===== src/rtl/draw_pkg.sv =====
// Shared screen geometry, colours and FSM state encoding for the VGA drawing path.
package draw_pkg;

    localparam int X_W      = 8;
    localparam int Y_W      = 7;
    localparam int X_MAX    = 159;
    localparam int Y_MAX    = 119;
    localparam int COLOUR_W = 3;

    localparam logic [COLOUR_W-1:0] BLACK = 3'b000;
    localparam logic [COLOUR_W-1:0] WHITE = 3'b111;

    localparam logic [1:0] ST_IDLE = 2'd0;
    localparam logic [1:0] ST_DRAW = 2'd1;
    localparam logic [1:0] ST_DONE = 2'd2;

endpackage


===== src/rtl/rect_raster.sv =====
// Column/row walker for a filled rectangle with last-pixel detect and screen clip.
module rect_raster import draw_pkg::*; #(
    parameter int X_W   = draw_pkg::X_W,
    parameter int Y_W   = draw_pkg::Y_W,
    parameter int X_MAX = draw_pkg::X_MAX,
    parameter int Y_MAX = draw_pkg::Y_MAX
) (
    input  logic           clk,
    input  logic           reset,
    input  logic           load,
    input  logic [X_W-1:0] x0,
    input  logic [Y_W-1:0] y0,
    input  logic [X_W-1:0] w,
    input  logic [Y_W-1:0] h,
    input  logic           step,
    output logic [X_W-1:0] cur_x,
    output logic [Y_W-1:0] cur_y,
    output logic           visible,
    output logic           last
);

    localparam logic [X_W:0] X_ONE = (X_W+1)'(1);
    localparam logic [Y_W:0] Y_ONE = (Y_W+1)'(1);
    localparam logic [X_W:0] X_LIM = (X_W+1)'(X_MAX);
    localparam logic [Y_W:0] Y_LIM = (Y_W+1)'(Y_MAX);

    logic [X_W:0] cx_q, cx_d, x0_q, ex_q, xs, ex, cx_full;
    logic [Y_W:0] cy_q, cy_d, ey_q, ey, cy_full;
    logic         row_end;

    // On load the command fields bypass the registers so pixel 0 is available in the accept cycle.
    always_comb begin
        xs      = load ? {1'b0, x0} : x0_q;
        ex      = load ? ({1'b0, x0} + {1'b0, w}) : ex_q;
        ey      = load ? ({1'b0, y0} + {1'b0, h}) : ey_q;
        cx_full = load ? {1'b0, x0} : cx_q;
        cy_full = load ? {1'b0, y0} : cy_q;
        row_end = (cx_full + X_ONE) == ex;
        last    = row_end && ((cy_full + Y_ONE) == ey);
        visible = (cx_full <= X_LIM) && (cy_full <= Y_LIM);
        cx_d    = row_end ? xs : (cx_full + X_ONE);
        cy_d    = row_end ? (cy_full + Y_ONE) : cy_full;
        cur_x   = cx_full[X_W-1:0];
        cur_y   = cy_full[Y_W-1:0];
    end

    always_ff @(posedge clk or negedge reset) begin
        if (!reset) begin
            cx_q <= '0;
            cy_q <= '0;
            x0_q <= '0;
            ex_q <= '0;
            ey_q <= '0;
        end else if (load || step) begin
            cx_q <= cx_d;
            cy_q <= cy_d;
            x0_q <= xs;
            ex_q <= ex;
            ey_q <= ey;
        end
    end

endmodule


===== src/rtl/vga_draw_arbiter.sv =====
// Round-robin sharing of the vga_adapter pixel port between two filled-rectangle requesters.
module vga_draw_arbiter import draw_pkg::*; #(
    parameter int X_W   = draw_pkg::X_W,
    parameter int Y_W   = draw_pkg::Y_W,
    parameter int X_MAX = draw_pkg::X_MAX,
    parameter int Y_MAX = draw_pkg::Y_MAX
) (
    input  logic                clk,
    input  logic                reset,
    input  logic                req0_valid,
    output logic                req0_ready,
    input  logic [X_W-1:0]      req0_x,
    input  logic [Y_W-1:0]      req0_y,
    input  logic [X_W-1:0]      req0_w,
    input  logic [Y_W-1:0]      req0_h,
    input  logic [COLOUR_W-1:0] req0_colour,
    input  logic                req1_valid,
    output logic                req1_ready,
    input  logic [X_W-1:0]      req1_x,
    input  logic [Y_W-1:0]      req1_y,
    input  logic [X_W-1:0]      req1_w,
    input  logic [Y_W-1:0]      req1_h,
    input  logic [COLOUR_W-1:0] req1_colour,
    output logic                done0,
    output logic                done1,
    output logic                plot,
    output logic [X_W-1:0]      x,
    output logic [Y_W-1:0]      y,
    output logic [COLOUR_W-1:0] colour,
    output logic                busy
);

    logic [1:0]          state_q, state_d;
    logic                last_q, last_d;
    logic                owner_q, owner_d;
    logic                pix_last_q, pix_last_d;
    logic [COLOUR_W-1:0] fill_q, fill_d;
    logic                plot_q, plot_d;
    logic [X_W-1:0]      x_q, x_d;
    logic [Y_W-1:0]      y_q, y_d;
    logic [COLOUR_W-1:0] colour_q, colour_d;
    logic                busy_q;

    logic                choice, accept, empty, load, step;
    logic [X_W-1:0]      sel_x, sel_w, r_x;
    logic [Y_W-1:0]      sel_y, sel_h, r_y;
    logic [COLOUR_W-1:0] sel_c;
    logic                r_visible, r_last;

    always_comb begin
        choice = (req0_valid && req1_valid) ? ~last_q : req1_valid;
        accept = (state_q == ST_IDLE) && (req0_valid || req1_valid);
        sel_x  = choice ? req1_x      : req0_x;
        sel_y  = choice ? req1_y      : req0_y;
        sel_w  = choice ? req1_w      : req0_w;
        sel_h  = choice ? req1_h      : req0_h;
        sel_c  = choice ? req1_colour : req0_colour;
        empty  = (sel_w == '0) || (sel_h == '0);
        load   = accept && !empty;
    end

    // Readies are held low while reset is asserted so every output reads 0 during reset.
    assign req0_ready = reset && (state_q == ST_IDLE) && !choice;
    assign req1_ready = reset && (state_q == ST_IDLE) &&  choice;

    rect_raster #(
        .X_W   (X_W),
        .Y_W   (Y_W),
        .X_MAX (X_MAX),
        .Y_MAX (Y_MAX)
    ) u_raster (
        .clk     (clk),
        .reset   (reset),
        .load    (load),
        .x0      (sel_x),
        .y0      (sel_y),
        .w       (sel_w),
        .h       (sel_h),
        .step    (step),
        .cur_x   (r_x),
        .cur_y   (r_y),
        .visible (r_visible),
        .last    (r_last)
    );

    // The raster runs one pixel ahead of the output registers; pix_last_q marks the pixel on screen as final.
    always_comb begin
        state_d    = state_q;
        last_d     = last_q;
        owner_d    = owner_q;
        fill_d     = fill_q;
        pix_last_d = pix_last_q;
        plot_d     = 1'b0;
        x_d        = x_q;
        y_d        = y_q;
        colour_d   = colour_q;
        step       = 1'b0;
        case (state_q)
            ST_IDLE: begin
                if (accept) begin
                    owner_d = choice;
                    last_d  = choice;
                    fill_d  = sel_c;
                    if (empty) begin
                        state_d = ST_DONE;
                    end else begin
                        state_d    = ST_DRAW;
                        plot_d     = r_visible;
                        pix_last_d = r_last;
                        if (r_visible) begin
                            x_d      = r_x;
                            y_d      = r_y;
                            colour_d = sel_c;
                        end
                    end
                end
            end
            ST_DRAW: begin
                if (pix_last_q) begin
                    state_d = ST_DONE;
                end else begin
                    step       = 1'b1;
                    plot_d     = r_visible;
                    pix_last_d = r_last;
                    if (r_visible) begin
                        x_d      = r_x;
                        y_d      = r_y;
                        colour_d = fill_q;
                    end
                end
            end
            ST_DONE: state_d = ST_IDLE;
            default: state_d = ST_IDLE;
        endcase
    end

    always_ff @(posedge clk or negedge reset) begin
        if (!reset) begin
            state_q    <= ST_IDLE;
            last_q     <= 1'b1;
            owner_q    <= 1'b0;
            fill_q     <= BLACK;
            pix_last_q <= 1'b0;
            plot_q     <= 1'b0;
            x_q        <= '0;
            y_q        <= '0;
            colour_q   <= BLACK;
            busy_q     <= 1'b0;
        end else begin
            state_q    <= state_d;
            last_q     <= last_d;
            owner_q    <= owner_d;
            fill_q     <= fill_d;
            pix_last_q <= pix_last_d;
            plot_q     <= plot_d;
            x_q        <= x_d;
            y_q        <= y_d;
            colour_q   <= colour_d;
            busy_q     <= (state_d != ST_IDLE);
        end
    end

    assign done0  = (state_q == ST_DONE) && !owner_q;
    assign done1  = (state_q == ST_DONE) &&  owner_q;
    assign plot   = plot_q;
    assign x      = x_q;
    assign y      = y_q;
    assign colour = colour_q;
    assign busy   = busy_q;

endmodule


===== config.mk =====
export PLATFORM = sky130hd
export DESIGN_NAME = vga_draw_arbiter
export DESIGN_NICKNAME = d
export VERILOG_FILES = /design/src/rtl/draw_pkg.sv /design/src/rtl/rect_raster.sv /design/src/rtl/vga_draw_arbiter.sv
export SDC_FILE = /design/constraint.sdc
export NUM_CORES = 1
export LEC_CHECK = 0
export ABC_AREA = 1
export CAP_MARGIN = 10
export CORE_UTILIZATION = 38
export DETAILED_ROUTE_END_ITERATION = 8
export MAX_ROUTING_LAYER = met4
export SLEW_MARGIN = 10
export SYNTH_ARGS = -nofsm -noshare
export SYNTH_HDL_FRONTEND = slang
export SYNTH_SLANG_ARGS = --single-unit
export TNS_END_PERCENT = 5

===== constraint.sdc =====
create_clock -name clk -period 4.1 [get_ports clk]
set_input_delay 0.82 -clock clk [delete_from_list [all_inputs] [get_ports clk]]
set_output_delay 0.82 -clock clk [all_outputs]
set_load 0.01 [all_outputs]

==> key figures, run 1 <==
Drt
  – Via Count: 5397
  – Wl on met1: 6.79 mm
  – Wire length on met3: 406 um
  – DRC Markers: 0
  – DR vias/cell: between 4 and 5
  – Pre-Repair DR Iteration Count: 5
  – DRT iter0 DRCs: 358
  – Top sig layer: met4
  – Total Wirelength: between 15 and 20 mm
  – ANT nets after route: 0
  – DR WL/cell: roughly 14 um
  – Met2 wire length: 7.69 mm

Die
  – Initial Util: around two fifths
  – Rows: 42
  – DIE AREA: 13900 um2
  – # IOs: 94
  – Die height: between 100 and 150 um
  – Core area: around 13000 um2
  – Chip width: between 100 and 150 um

Setup path
  – Max Fanout on Critical Path: 8
  – Endpoint class of the critical path: register
  – CP arrival: slightly below 4 ns
  – R2R cell count: 24
  – R2R Path End: u_raster.cx_q[5]
  – R2r startpoint: last_q
  – Worst setup startpoint: req0_valid
  – Worst Setup Start Kind: primary input
  – CP Class: primary input to register
  – Reg2Reg Setup Slack: about 0.62 ns
  – Critical Path RT: 4.32 ns

STA
  – Pins Over Slew Limit: 0
  – Final Cycle Share: 88.7%
  – Slew HR: between 30% and 40%
  – Peak Freq: about 270 MHz
  – Max Clock Skew: between 0.003 and 0.004 ns
  – Slew @ Worst Pin: about 0.94 ns
  – RSZ-0062 raised after global routing: false
  – Final min period: between 3 and 4 ns
  – Hold Violations, Final: 0
  – Setup Viol. Count Final: 0

Hold path
  – Hold path endpoint: u_raster.x0_q[5]
  – Hold_sp: u_raster.x0_q[5]
  – WHS Path Cells: 2
  – Hold Crit Class: register to register

Synth
  – Mapped Cells: 773
  – Mean Syn Cell Area: 6.62 um2
  – Post-synth EDFFs: 0
  – FFs w/ async S/R, synth: 100%
  – Register bit total from synthesis: between 70 and 80
  – Cell variety after synth: 40
  – Syn Std Cell Area: between 5000 and 6000 um2
  – Synth warnings: 0
  – Post-synth top flop: dfrtp_1
  – Mapped Nets: 862
  – Sequential-to-total area share from yosys stat: 34.7%

Layout
  – Final Instance Area: 7250 um2
  – Commonest non-fill, non-tap cell in the layout: nand2_1
  – Share of cells above drive strength 1: about 15%
  – Nets@finish: around 1000
  – Layout overhead on the synthesized area: 41.7%
  – Most frequent cells in the layout: nand2_1 (327), inv_1 (103), clkdlybuf4s50_1 (90)
  – Diode count: 0

GRT
  – Antenna violations before repair: 0
  – GRT overflow: 0
  – Largest net degree at the start of global routing: between 70 and 80
  – Global-route wire length before repair: approximately 25 mm
  – Vias in the first global route: about 5500
  – Total GRT Usage: between 20% and 30%

Place
  – GP Congestion: slightly below 0.9
  – Area of placed instances: approximately 6800 um2
  – Dpl hpwl: 11.8 mm
  – Port bufs: 93

Clock network
  – CTS tree: built
  – Root buf cell: clkbuf_16
  – Hold buffers post-CTS: 0
  – Cts bufs inserted: 9
  – Worst-Skew Late Latency: 0.33 ns
  – Clk buf depth: 2
  – H-Tree Depth: 3
  – CTS sink count: 71
  – Clock slew at reported path FFs: about 0.06 ns

Power
  – Power Dens Cells: between 700 and 800 nW/um2
  – Lkg Pwr: between 3 and 4 nW
  – Design Power: 5.33 mW
  – VDD IR max: around 0.00038 V

Run status
  – Status: complete, no violations

Job
  – Max Cap Viol: 0
[flip-flops by register name, indices dropped and copies added (netlist names), 3 cells and up]
register,flops
fill_q,3
u_raster.cx_q,9
colour,3
y,7
x,8
u_raster.x0_q,9
u_raster.cy_q,8
u_raster.ex_q,9
u_raster.ey_q,8
[layer usage]
metal,vias to the layer above,track usage [%]
met4,0,7.45
met3,25,3.29
met1,2514,27.1
li1,2754,-
met5,-,-
met2,104,41.0
[cells by family after synthesis]
logic type	count (synthesis)	share of synthesized area (%)
xor+xnor	8	1.37
mux	4	0.782
compound gates	66	6.87
simple gates	470	40.0
fa+ha+maj	19	4.94
flops	71	34.7
buf+inv	135	11.3
[cell usage after synthesis, types with 2 or more instances]
cell,n,area [um2]
nand2_4,2,22.5
clkbuf_1,4,15.0
o211ai_1,2,15.0
o21ai_1,5,25.0
o21ai_0,40,200
buf_2,13,65.1
nor3_1,5,25.0
buf_6,4,45.0
dfrtp_1,70,1750
nand2_1,328,1230
mux2i_1,4,40.0
nor2_1,27,101
a21oi_1,13,65.1
nand2_2,10,62.6
buf_4,4,30.0
nand3b_1,25,188
inv_1,104,390
xnor2_1,2,17.5
nand3_2,2,20.0
nand4_1,9,56.3
nor2_2,2,12.5
or2_2,3,18.8
ha_1,17,213
nand3_1,53,265
fa_1,2,40.0
inv_2,2,7.51
clkinv_1,3,11.3
xor2_1,6,52.6
[final cells by class]
cell class                 instances  area [um2]
clock buffer                      13         250
sequential                        71        1780
fill                            1297        5940
multi-input combinational        568        2830
timing repair buffer             187        1720
inverter                         109         409
tap                              176         220
clock inverter                     3        42.5
[how the worst max path moves through the flow]
stage                  endpoint  slack (ns)  depth (start not counted)
3_3_place_gp   u_raster.cy_q[3]       -0.29                         26
5_1_grt        u_raster.cy_q[6]        0.22                         25
3_5_place_dp   u_raster.cy_q[7]       -0.31                         22
6_report       u_raster.cx_q[5]        0.46                         24
2_1_floorplan  u_raster.cx_q[2]        0.37                         22
4_1_cts        u_raster.cy_q[7]        0.03                         22
[through the flow]
stage	setup TNS, ns	setup WS, ns	utilization (%)	hold slack [ns]	cells
2_1_floorplan	0	0.369	-	0.430	773
3_3_place_gp	-5.15	-0.292	51.6	0.449	1105
3_5_place_dp	-6.44	-0.313	51.6	0.456	1105
4_1_cts	0	0.0271	53.8	0.468	1121
5_1_grt	0	0.222	55.0	0.486	1127
6_report	0	0.461	55.0	0.469	1127
[report_power, final]
part | internal, mW | total (mW) | switching [mW] | leakage (nW)
sequential | 1.04 | 1.18 | 0.142 | 0.865
combinational | 1.47 | 3.37 | 1.90 | 2.94
clock | 0.487 | 0.779 | 0.292 | 0.140
total | 2.99 | 5.33 | 2.33 | 3.94
[timing repair]
item                                    CTS  global route
resized for setup                         1            25
endpoints found under the setup margin    2            33
cloned                                    0             2
buffers inserted                          0             4
pin swaps                                 0             6
[critical path, stage by stage]
cell and delay, ns:
dlymetal6s2s_1 0.15, nand2_2 0.11, nand2_4 0.09, buf_2 0.16, buf_4 0.14, nand2_1 0.05
nand2_1 0.08, ha_2 0.19, fa_2 0.35, buf_4 0.14, xor2_1 0.18, o21ai_1 0.18
inv_1 0.07, nand2_1 0.07, nand2_1 0.05, clkinv_1 0.04, nand2_1 0.06, a21oi_2 0.16
nand2_2 0.12, nor2_8 0.23, clkbuf_16 0.20, nand3b_1 0.08, nand3_1 0.08, nand2_1 0.05
Note: power is estimated with default switching activity, not from simulation.
==> run 2: changes to the inputs <==
Settings changed: SKIP_CTS_REPAIR_TIMING set to 1.
==> results of run 2 <==
The final DEF is identical to that of run 1; final timing and power are the same.
==> run 3: changes to the inputs <==
Settings changed: CORE_ASPECT_RATIO set to 1.1.
==> run 3 against run 2 <==
Worst setup slack got worse by 0.036 ns. Non-clock buffer count up 10. Via count grew 0.11%. Highest routed layer unchanged. Final cell count decreased by 0.53%. Sequential share of layout area is 0.10 points lower. Clock power grew 9.9%.
==> key figures, run 3 (synthesized netlist as in run 1, its figures left out) <==
Run status
  – Status: complete, no violations

Layout
  – Diode count: 0
  – Most frequent cells in the layout: nand2_1 (327), inv_1 (104), buf_4 (97)
  – Biggest regs: u_raster.cx_q x9, u_raster.ex_q x9, u_raster.x0_q x9
  – Commonest non-fill, non-tap cell in the layout: nand2_1
  – Layout overhead on the synthesized area: 42.3%
  – Share of cells above drive strength 1: between 10% and 20%
  – Nets@finish: between 1000 and 1500

STA
  – Setup Viol. Count Final: 0
  – Pins Over Slew Limit: 0
  – Slew @ Worst Pin: around 0.9 ns
  – Final min period: 3.67 ns
  – Final Cycle Share: around nine tenths
  – Peak Freq: roughly 270 MHz
  – Max Clock Skew: approximately 0.011 ns
  – RSZ-0062 raised after global routing: false
  – Slew HR: approximately two fifths
  – Setup TNS: 0 ns
  – Hold Violations, Final: 0

Clock network
  – Cts bufs inserted: 9
  – CTS tree: built
  – Clk buf depth: 2
  – Worst-Skew Late Latency: between 0.3 and 0.4 ns
  – Clock slew at reported path FFs: ~0.050 ns
  – CTS sink count: between 70 and 80
  – H-Tree Depth: 3
  – Root buf cell: clkbuf_16

Place
  – GP Congestion: approximately 0.93
  – Port bufs: just over 90
  – Dpl hpwl: approximately 12 mm

Setup path
  – R2r startpoint: last_q
  – Worst path max stage delay: between 0.3 and 0.4 ns
  – Crit path capture: u_raster.cx_q[5]
  – CP most frequent cell: nand2_1
  – Worst Setup Start Kind: primary input
  – CP Depth: 25
  – Slowest-stage cell, CP: ha_1
  – Endpoint class of the critical path: register
  – R2R Path End: u_raster.cx_q[5]
  – Buf/Inv on CP: 6
  – Crit-path leading delay family: simple AND/OR/NAND/NOR gates
  – Critical Path RT: 4.32 ns
  – Max Fanout on Critical Path: 7
  – Worst setup startpoint: req0_valid
  – Reg2Reg Setup Slack: approximately 0.6 ns
  – CP Class: primary input to register
  – CP arrival: approximately 4 ns
  – R2R cell count: 24

GRT
  – Vias in the first global route: around 5300
  – Global-route wire length before repair: 25.3 mm
  – Total GRT Usage: between 20% and 30%
  – Largest net degree at the start of global routing: just over 70
  – GRT overflow: 0
  – Antenna violations before repair: 0

Drt
  – ANT nets after route: 0
  – DRT iter0 DRCs: roughly 240
  – Total Wirelength: about 16 mm
  – DRC Markers: 0
  – DR WL/cell: between 10 and 15 um
  – DR vias/cell: roughly 4.8
  – Via Count: approximately 5400
  – Pre-Repair DR Iteration Count: 7

Die
  – Core area: around 13000 um2
  – DIE AREA: ~14000 um2
  – Die height: between 100 and 150 um
  – Initial Util: about two fifths
  – Chip width: ~110 um
  – Rows: 44
  – # IOs: between 90 and 100

Power
  – Cell-internal power: 3.18 mW
  – Clock Power Share: 15.4%
  – Lkg Pwr: 3.99 nW
  – Design Power: approximately 5.6 mW
  – Logic pwr share: between 60% and 70%
  – Share of power burned in registers: a little over a fifth
  – VDD IR max: between 0.0004 and 0.0005 V
  – Power Dens Cells: around 760 nW/um2
  – Psw: around 2.4 mW
  – Switching share of power: about 43%

Hold path
  – Hold Crit Class: register to register

Job
  – Max Cap Viol: 0
==> run 3: cell count changes in the layout (fill, tap and decap cells not counted), sizes merged <==
cell and delta:
bufinv +1, clkbuf -1, clkinvlp -1, nand2 -1, buf +11
==> run 3: stage by stage <==
stage | setup WS (ns) | util (%) | area [um2] | instances | hold slack, ns
after global routing | 0.251 | 55.4 | 7280 | 1121 | 0.495
after floorplan | 0.369 | - | 5120 | 773 | 0.430
final | 0.426 | 55.4 | 7280 | 1121 | 0.466
after CTS | 0.103 | 54.7 | 7190 | 1119 | 0.466
after detailed placement | -0.235 | 52.2 | 6870 | 1103 | 0.453
after global placement | -0.141 | 52.2 | 6870 | 1103 | 0.456
==> run 3: layout make-up <==
class,instances,area [um2]
clock buffers,13,260
multi-input cells,567,2820
flip-flops and latches,71,1780
clock inverters,3,65.1
inverters,109,409
well taps,161,201
repair buffers,197,1750
fillers,1269,5870
==> run 3: tightest hold or removal path: cells and delay by family, from the launching register on <==
family / cells / cell delay, ns
flip-flops: 1 / 0.32
AND/OR/NAND/NOR: 2 / 0.12
==> run 3: worst min-delay path by stage <==
stage,end,depth (start not counted),slack [ns],startpoint
2_1_floorplan,u_raster.x0_q[0],2,0.43,u_raster.x0_q[0]
3_3_place_gp,u_raster.x0_q[8],2,0.46,u_raster.x0_q[8]
3_5_place_dp,u_raster.x0_q[3],2,0.45,u_raster.x0_q[3]
4_1_cts,u_raster.x0_q[3],2,0.47,u_raster.x0_q[3]
5_1_grt,u_raster.cx_q[6],2,0.50,u_raster.cx_q[6]
6_report,u_raster.x0_q[3],2,0.47,u_raster.x0_q[3]
==> run 3: power groups by stage <==
stage	Sequential (mW)	Combinational (mW)	Clock, mW
6_report	1.18	3.52	0.856
5_1_grt	1.21	3.96	0.904
4_1_cts	1.18	3.44	0.871
3_5_place_dp	1.19	3.41	0
3_3_place_gp	1.18	3.38	0
2_1_floorplan	1.20	1.89	0
==> run 3: metal layers <==
layer  up-vias  track usage, %  wire [um]
met5         -               -          0
met4         0            8.25        408
met3        27            3.99        517
met2       104            42.7       7820
met1      2505            27.9       6840
li1       2767               -          -
